## src/rtl/primogen_seek.sv

```systemverilog
// Next-prime search by trial division, with a loadable start value and a saturating prime counter.
// Define PRIMOGEN_ODD_STEP_EN to skip even candidates and even divisors above 2 (results unchanged).
module primogen_divmod #(
   parameter int W = 16
) (
   input  logic         clk,
   input  logic         rst,
   input  logic         go,
   input  logic [W-1:0] a,
   input  logic [W-1:0] b,
   output logic         ready,
   output logic         error,
   output logic [W-1:0] mod
);
   localparam int CW = $clog2(W) + 1;

   logic          busy;
   logic [W-1:0]  rem;
   logic [W-1:0]  q;
   logic [CW-1:0] cnt;
   logic [W:0]    rem_sh;
   logic          ge;
   logic [W-1:0]  sub;

   // The true difference always fits in W bits when ge is set, so the wrapped subtract is exact.
   always_comb begin
      rem_sh = {rem, q[W-1]};
      ge     = rem_sh >= {1'b0, b};
      sub    = rem_sh[W-1:0] - b;
   end

   assign mod = rem;

   always_ff @(posedge clk) begin
      if (rst) begin
         busy  <= 1'b0;
         ready <= 1'b1;
         error <= 1'b0;
         rem   <= '0;
         q     <= '0;
         cnt   <= '0;
      end else if (!busy) begin
         if (go) begin
            if (b == '0) begin
               error <= 1'b1;
               ready <= 1'b1;
            end else begin
               busy  <= 1'b1;
               ready <= 1'b0;
               error <= 1'b0;
               q     <= a;
               rem   <= '0;
               cnt   <= CW'(W);
            end
         end
      end else begin
         rem <= ge ? sub : rem_sh[W-1:0];
         q   <= {q[W-2:0], 1'b0};
         cnt <= cnt - 1'b1;
         if (cnt == CW'(1)) begin
            busy  <= 1'b0;
            ready <= 1'b1;
         end
      end
   end
endmodule

module primogen_seek #(
   parameter  int WIDTH_LOG = 4,
   parameter  int CNT_WIDTH = 8,
   localparam int W         = 1 << WIDTH_LOG
) (
   input  logic                 clk,
   input  logic                 rst,
   input  logic                 go,
   input  logic                 load,
   input  logic [W-1:0]         from,
   output logic                 ready,
   output logic                 error,
   output logic [W-1:0]         res,
   output logic [CNT_WIDTH-1:0] count
);
   // state    | meaning
   // IDLE     | waiting for go, res valid
   // ERROR    | last search overflowed or divmod failed; sticky until a load
   // CHECK    | candidate p proven prime once div^2 exceeds it, else try div
   // MOD_DLY  | divmod registering its operands
   // MOD_WAIT | waiting for p mod div
   typedef enum logic [2:0] {IDLE, ERROR, CHECK, MOD_DLY, MOD_WAIT} state_t;

   state_t         state;
   logic [W-1:0]   p;
   logic [W-1:0]   div;
   logic [2*W-1:0] dsq;
   logic           dm_go;
   logic           dm_ready;
   logic           dm_error;
   logic [W-1:0]   dm_mod;
   logic [W:0]     p_step;
   logic [W-1:0]   div_nxt;
   logic [2*W-1:0] dsq_nxt;
   logic [2*W-1:0] div_ext;

   function automatic logic [W-1:0] first_cand(input logic [W-1:0] v);
      logic [W-1:0] c;
      c = (v < W'(2)) ? W'(2) : v;
`ifdef PRIMOGEN_ODD_STEP_EN
      if (!c[0] && c != W'(2)) c = c + 1'b1;
`endif
      return c;
   endfunction

   // p_step[W] flags that the next candidate would not fit in W bits.
   always_comb begin
      div_ext = {{W{1'b0}}, div};
`ifdef PRIMOGEN_ODD_STEP_EN
      p_step = {1'b0, p} + ((p == W'(2)) ? (W+1)'(1) : (W+1)'(2));
      if (div == W'(2)) begin
         div_nxt = W'(3);
         dsq_nxt = dsq + (2*W)'(5);
      end else begin
         div_nxt = div + W'(2);
         dsq_nxt = dsq + (div_ext << 2) + (2*W)'(4);
      end
`else
      p_step  = {1'b0, p} + (W+1)'(1);
      div_nxt = div + W'(1);
      dsq_nxt = dsq + (div_ext << 1) + (2*W)'(1);
`endif
   end

   primogen_divmod #(.W(W)) u_divmod (
      .clk   (clk),
      .rst   (rst),
      .go    (dm_go),
      .a     (p),
      .b     (div),
      .ready (dm_ready),
      .error (dm_error),
      .mod   (dm_mod)
   );

   always_ff @(posedge clk) begin
      if (rst) begin
         state <= IDLE;
         ready <= 1'b1;
         error <= 1'b0;
         res   <= W'(1);
         count <= '0;
         dm_go <= 1'b0;
      end else begin
         case (state)
            IDLE, ERROR: begin
               dm_go <= 1'b0;
               if (go && load) begin
                  p     <= first_cand(from);
                  div   <= W'(2);
                  dsq   <= (2*W)'(4);
                  state <= CHECK;
                  ready <= 1'b0;
                  error <= 1'b0;
               end else if (go && state == IDLE) begin
                  if (res == '1) begin
                     state <= ERROR;
                     error <= 1'b1;
                  end else begin
                     p     <= first_cand(res + 1'b1);
                     div   <= W'(2);
                     dsq   <= (2*W)'(4);
                     state <= CHECK;
                     ready <= 1'b0;
                  end
               end
            end
            CHECK: begin
               if (dsq > {{W{1'b0}}, p}) begin
                  res   <= p;
                  count <= (count == '1) ? count : count + 1'b1;
                  state <= IDLE;
                  ready <= 1'b1;
                  error <= 1'b0;
               end else begin
                  dm_go <= 1'b1;
                  state <= MOD_DLY;
               end
            end
            MOD_DLY: begin
               dm_go <= 1'b0;
               state <= MOD_WAIT;
            end
            MOD_WAIT: begin
               if (dm_error) begin
                  state <= ERROR;
                  ready <= 1'b1;
                  error <= 1'b1;
               end else if (dm_ready) begin
                  if (dm_mod == '0) begin
                     if (p_step[W]) begin
                        state <= ERROR;
                        ready <= 1'b1;
                        error <= 1'b1;
                     end else begin
                        p     <= p_step[W-1:0];
                        div   <= W'(2);
                        dsq   <= (2*W)'(4);
                        state <= CHECK;
                     end
                  end else begin
                     div   <= div_nxt;
                     dsq   <= dsq_nxt;
                     state <= CHECK;
                  end
               end
            end
            default: begin
               state <= state_t'('x);
               ready <= 1'bx;
               error <= 1'bx;
               dm_go <= 1'bx;
               p     <= 'x;
               div   <= 'x;
               dsq   <= 'x;
            end
         endcase
      end
   end
endmodule

```

## config.mk

```make
export PLATFORM = sky130hd
export DESIGN_NAME = primogen_seek
export DESIGN_NICKNAME = d
export VERILOG_FILES = /design/src/rtl/primogen_seek.sv
export SDC_FILE = /design/constraint.sdc
export NUM_CORES = 1
export LEC_CHECK = 0
export CAP_MARGIN = 25
export CORE_MARGIN = 2
export CORE_UTILIZATION = 60
export DETAILED_ROUTE_END_ITERATION = 7
export GPL_ROUTABILITY_DRIVEN = 0
export PLACE_DENSITY = 0.91
export SYNTH_ARGS = -nofsm -noshare
export SYNTH_HDL_FRONTEND = slang
export SYNTH_HIERARCHICAL = 1
export SYNTH_SLANG_ARGS = --single-unit
```

## constraint.sdc

```tcl
create_clock -name clk -period 7.8 [get_ports clk]
set_input_delay 1.56 -clock clk [delete_from_list [all_inputs] [get_ports clk]]
set_output_delay 1.56 -clock clk [all_outputs]
set_load 0.02 [all_outputs]
```

Yosys cells after proc, flatten, opt, wreduce, memory -nomap -nowiden
Cells that the tools add are included.
{ "classes": {"eq_ne": 22, "bitwise_logic": 7, "mux": 69, "magnitude_cmp": 4, "mul": 0, "n_div": 0, "reduce_logical": 22, "addsub": 8, "shifts": 0} }
{ "op_table": {"columns": ["op", "n"], "rows": [
  ["16-bit 2-to-1 mux", 23],
  ["32-bit 2-to-1 mux", 7],
  ["16-bit case mux with 2 select lines", 2],
  ["32-bit case mux with 2 select lines", 1],
  ["16-bit by 1-bit adder with 16-bit output (second input constant)", 2],
  ["32-bit by 1-bit adder with 32-bit output (second input constant)", 1],
  ["32-bit by 17-bit adder with 32-bit output", 1],
  ["32-bit by 16-bit greater-than comparator with 1-bit output", 1],
  ["16-bit zero test", 2],
  ["16-bit by 2-bit less-than comparator with 1-bit output (second input constant)", 2],
  ["1-bit 2-to-1 mux", 21],
  ["7-bit AND reduction", 3],
  ["16-bit by 1-bit adder with 17-bit output (second input constant)", 1],
  ["17-bit by 16-bit >= comparator with 1-bit output", 1],
  ["16-bit == test (second input constant)", 1],
  ["16-bit subtractor", 1],
  ["3-bit 2-to-1 mux", 5],
  ["5-bit 2-to-1 mux", 3],
  ["2-bit AND reduction", 7],
  ["2-bit != test (second input constant)", 6],
  ["3-bit != test (second input constant)", 4],
  ["3-bit case mux with 4 select lines", 1],
  ["8-bit by 1-bit adder with 8-bit output (second input constant)", 1],
  ["8-bit == test (second input constant)", 1],
  ["19 further kinds", 34]
]} }
{ "totals": {"rom_bits": 0, "mem_count": 0, "ram_bits": 0, "regBits": 134, "latch_bits": 0, "inputBits": 20, "elab_cells": 148} }

Longest topological paths before layout
{ "depth": {"ltp_word": 7, "depth_mapped": 11} }

Cells and area by module
The synthesis kept the hierarchy.
{ "modules_own_cells": {"columns": ["module", "n_inst", "area_per_inst_um2", "seq_area_each_um2", "cells_per_inst"], "rows": [
  ["primogen_seek", 1, 6213.5, 2522.4, 697],
  ["primogen_divmod", 1, 2552.4, 800.8, 295]
]} }

Worst setup path after synthesis
OpenSTA, ideal clock, no wires.
{ "synth_path": {"path_type": "input to register", "start": "in go", "end": "reg div[0] (enable)", "stages": 5, "required_time_ns": 7.347, "arrival_ns": 4.163, "path_slack_ns": 3.184, "path_buffers": 0, "path_cell_list": "nand2_1 > nand2_1 > nor3b_1 > o221ai_1 > nor2_1"} }
{ "synth_via": {"elab_chain_len": 3, "elab_cells_between_ends": 5, "classes_between": "2 x eq/ne; 3 x reduce/logical"} }
{ "synth_rtl": {"columns": ["element", "line", "text"], "rows": [
  ["start, declared", "75", "input logic go,"],
  ["1-bit logical AND (on tied branches)", "155, 162", null],
  ["3-bit != test (no source line)", null, null],
  ["7-bit AND reduction (no source line) *", null, null],
  ["end signal, assigned", "209", "div <= div_nxt;"],
  ["end, declared", "93", "logic [W-1:0] div;"]
]} }
Every way passes the cells marked *; elsewhere a longest branch is shown, timed or not.
A chain may end at the register's enable or synchronous reset.

Final worst setup path
{ "layout_path": {"start": "in go", "end": "reg dsq[5] (enable)"} }
{ "layout_via": {"elab_chain_len": 3, "elab_cells_between_ends": 5, "classes_between": "2 x eq/ne; 3 x reduce/logical"} }
{ "layout_rtl": {"columns": ["element", "line", "text"], "rows": [
  ["1-bit logical AND (on tied branches)", "155, 162", null],
  ["3-bit != test (no source line)", null, null],
  ["7-bit AND reduction (no source line) *", null, null],
  ["end signal, assigned", "158", "dsq <= (2*W)'(4);"],
  ["end signal, assigned", "169", "dsq <= (2*W)'(4);"],
  ["end signal, assigned", "205", "dsq <= (2*W)'(4);"],
  ["end, declared", "94", "logic [2*W-1:0] dsq;"]
]} }
Marks and branches as above.

==> flow_summary.yaml <==
route:
  finalWirelength_um: 22500
  ant_nets: 0
  detailedRoute.firstIterationViolations: 1013
  wl_per_cell_um: 18.6
  routed-via-count: 8016
  avgViaCountPerCell: 6.62
  remaining_routing_drc_violations: 0
  dr.pass1.iters: 6
final_layout:
  insertedDiodeCount: 0
  area_used_by_multi_input_combinational_logic_sq_mm: 0.00503
  num-nets-final: 1089
  count_of_filler_cells_inserted_in_the_layout: 1066
  regArea_sq_mm: 0.00332
  layout_common_cells: "nand2_1, nor2_1, a21oi_1"
  layout.cell_area.non_filler_sq_mm: 0.00983
  layout.cells.most_common: "nand2_1"
  area_growth_pct: 12.1
  fraction_of_final_layout_cells_with_drive_strength_greater_than_1_pct: 6.63
clocking:
  cts.root.buffer_cell: "clkbuf_16"
  tritoncts: "built"
  cts_hold_buffers: 0
  worst_skew_pair.late_latency_ns: 0.43
  tritoncts.num_buffers: 17
  cts.sink_count: 134
  cts_repair_resize_count: 0
  cts_buffer_depth: 2
  post-cts-setup-buffers: 0
  cts-htree-levels: 4
  clkSlewWorstSetupHoldPaths_ns: 0.06
logic_synthesis:
  post_synth_instance_area_sq_mm: 0.00877
  postSynthNetCount: 1068
  synth_sequential_area_ratio_pct: 37.9
  yosysUniqueCellTypes: 86
  syn-instance-count: 992
  post_synth_edffs: 64
  yosysWarnings: 6
  synthArstFlopShare_pct: 0
  synth.ff_latch_count: 134
  syn_avg_cell_area_sq_um: 8.84
  ys.flop_type: "dfxtp_1"
setup_path:
  startpoint_type: "input port"
  cp-endpoint: "dsq[5]$_SDFFCE_PN0P_"
  worstPathArrival_ns: 4.09
  timing.critical_path.from: "go"
  worst_reg_to_reg_setup_slack_ns: 4.40
  worstPathMaxFanout: 48
  setup.worst_path.end_class: "register"
  critical_path_type: "input port to register"
  r2r_end: "dsq[30]$_SDFFCE_PN0P_"
  cp.required_ns: 7.87
  regToRegStartpoint: "div[0]$_SDFFCE_PN0P_"
  timing.reg2reg.worst_path_depth: 9
power:
  p_switching_mw: 0.454
  p_seq_share_pct: 45.5
  internal-power_mw: 1.29
  share_comb_of_total_power_pct: 10.5
  vdd.ir_drop.worst_mv: 0.198
  design_power_total_mw: 1.74
  power_per_cell_area_mw_per_mm2: 177
  switching_share_pct: 26.1
  leakage_nw: 3.64
  p_clk_share_pct: 44.1
flow_run:
  drv_cap: 0
placed_design:
  hpwlAfterDp_um: 15500
  dpl_cell_area_sq_mm: 0.00926
  port_buffer_cells: 45
sta:
  worstMarginPinSlew_ns: 1.05
  timing.clock.skew_ns: 0.00551
  maxSlewViolCount: 0
  report.final.hold_viol_count: 0
  final.min_clock_period_ns: 4.02
  final.period_utilization_pct: 51.5
  relative_slew_slack_pct: 30.2
  setup-tns-final_ns: 0
  whs_ns: 0.481
  clock.fmax_ghz: 0.249
  setup_viol_count_final: 0
  rsz0062_at_grt: "false"
floorplan:
  die_width_um: 125
  initial_utilization_pct: 60.8
  chipHeight_um: 125
  io_pins: 46
  core_area_sq_mm: 0.0144
  rows: 44
  die_footprint_sq_mm: 0.0156
grt:
  grt_start_max_net_pins: 56
  first_pass_grt_wire_length_um: 36500
  grt_use_total_pct: 28.6
  number_of_antenna_violations_at_the_first_check_in_global_routing: 0
  grt-ovfl-total: 0
  number_of_global_route_vias_before_repair: 7460
min_path:
  min_path_type: "register to register"
status:
  status: "finished, final reports clean"
-- power groups by stage --
stage	combinational (mW)	clock (mW)	sequential [mW]
floorplan	0.119	0	0.800
global placement	0.170	0	0.804
detailed placement	0.176	0	0.804
CTS	0.179	0.772	0.790
global route	0.200	0.799	0.793
finish	0.182	0.767	0.791
-- cell usage after synthesis, types with 4 or more instances --
library cell / instances / area (sq um)
a21oi_1: 77 / 385
dfxtp_1: 70 / 1400
and4_1: 11 / 96.3
xnor2_1: 41 / 359
a311oi_1: 4 / 35.0
nor4_1: 18 / 113
a31oi_1: 7 / 43.8
o211ai_1: 12 / 90.1
ha_1: 54 / 676
a211oi_1: 11 / 82.6
nand2_1: 88 / 330
clkbuf_1: 26 / 97.6
nor2b_1: 10 / 62.6
nand4_1: 23 / 144
inv_1: 52 / 195
nor2_1: 87 / 327
a41oi_1: 4 / 35.0
edfxtp_1: 64 / 1920
mux2i_1: 11 / 110
or3_1: 20 / 125
buf_2: 18 / 90.1
o21ai_1: 15 / 75.1
and3_1: 14 / 87.6
nor3_1: 16 / 80.1
nand3_1: 39 / 195
xor2_1: 28 / 245
o21a_1: 7 / 52.6
o31a_1: 4 / 35.0
and2_1: 6 / 37.5
o21ai_0: 48 / 240
a21o_1: 10 / 75.1
a222oi_1: 15 / 150
a32oi_1: 6 / 52.6
-- layout make-up --
| type | count | area share [%] |
|---|---|---|
| Multi-Input combinational cell | 757 | 51.2 |
| Sequential cell | 134 | 33.8 |
| Clock buffer | 22 | 5.05 |
| Timing Repair Buffer | 51 | 4.99 |
| Tap cell | 184 | 2.34 |
| Inverter | 52 | 1.99 |
| Clock inverter | 10 | 0.636 |
-- worst min path at each step --
stage / from / to / slack (ns) / depth (start not counted)
finish: error$_SDFFE_PP0P_ / error$_SDFFE_PP0P_ / 0.48 / 2
global route: error$_SDFFE_PP0P_ / error$_SDFFE_PP0P_ / 0.52 / 2
CTS: error$_SDFFE_PP0P_ / error$_SDFFE_PP0P_ / 0.49 / 2
detailed placement: error$_SDFFE_PP0P_ / error$_SDFFE_PP0P_ / 0.48 / 2
global placement: error$_SDFFE_PP0P_ / error$_SDFFE_PP0P_ / 0.47 / 2
floorplan: u_divmod/cnt[1]$_SDFFE_PP0P_ / u_divmod/cnt[1]$_SDFFE_PP0P_ / 0.45 / 2
-- logic make-up (layout without fill, tap and decap cells) --
| kind of cell | count (synthesis) | count (layout) | share of synthesized area (%) |
|---|---|---|---|
| adder cells (fa/ha/maj) | 56 | 56 | 8.16 |
| buffers and inverters | 101 | 135 | 4.77 |
| AND/OR/NAND/NOR | 362 | 362 | 21.1 |
| flip-flops | 134 | 134 | 37.9 |
| multiplexers | 11 | 11 | 1.26 |
| XOR/XNOR | 69 | 69 | 6.89 |
| AO/OA/AOI/OAI | 259 | 259 | 20.0 |
-- metrics by stage --
| step | utilization [%] | setup WS [ns] | cells |
|---|---|---|---|
| after global placement | 64.2 | 3.54 | 1177 |
| final | 68.2 | 3.78 | 1210 |
| after detailed placement | 64.2 | 3.44 | 1177 |
| after CTS | 68.1 | 3.83 | 1209 |
| after floorplan | - | 3.18 | 992 |
| after global routing | 68.2 | 3.59 | 1210 |
-- state kept, by name, summed over array words and instances (netlist names), 3 cells and up --
name and count:
u_divmod/cnt 5, res 16, div 16, count 8, state 3, dsq 32, p 16, u_divmod/q 16
u_divmod/mod 16
-- per-layer routing --
metal	GRT usage (%)	wire length [um]	up-vias
met5	0	0	-
met1	35.9	9050	3728
li1	-	-	3731
met3	6.19	1890	80
met2	46.6	10800	477
met4	15.0	804	0
-- worst max-delay path: stages --
cell	delay, ns
clkdlybuf4s50_1	0.51
nand2_1	0.52
nand2_1	0.30
nor3b_1	0.24
o221ai_1	0.22
nor2_4	0.17
buf_4	0.52
Note: power is estimated with default switching activity, not from simulation.
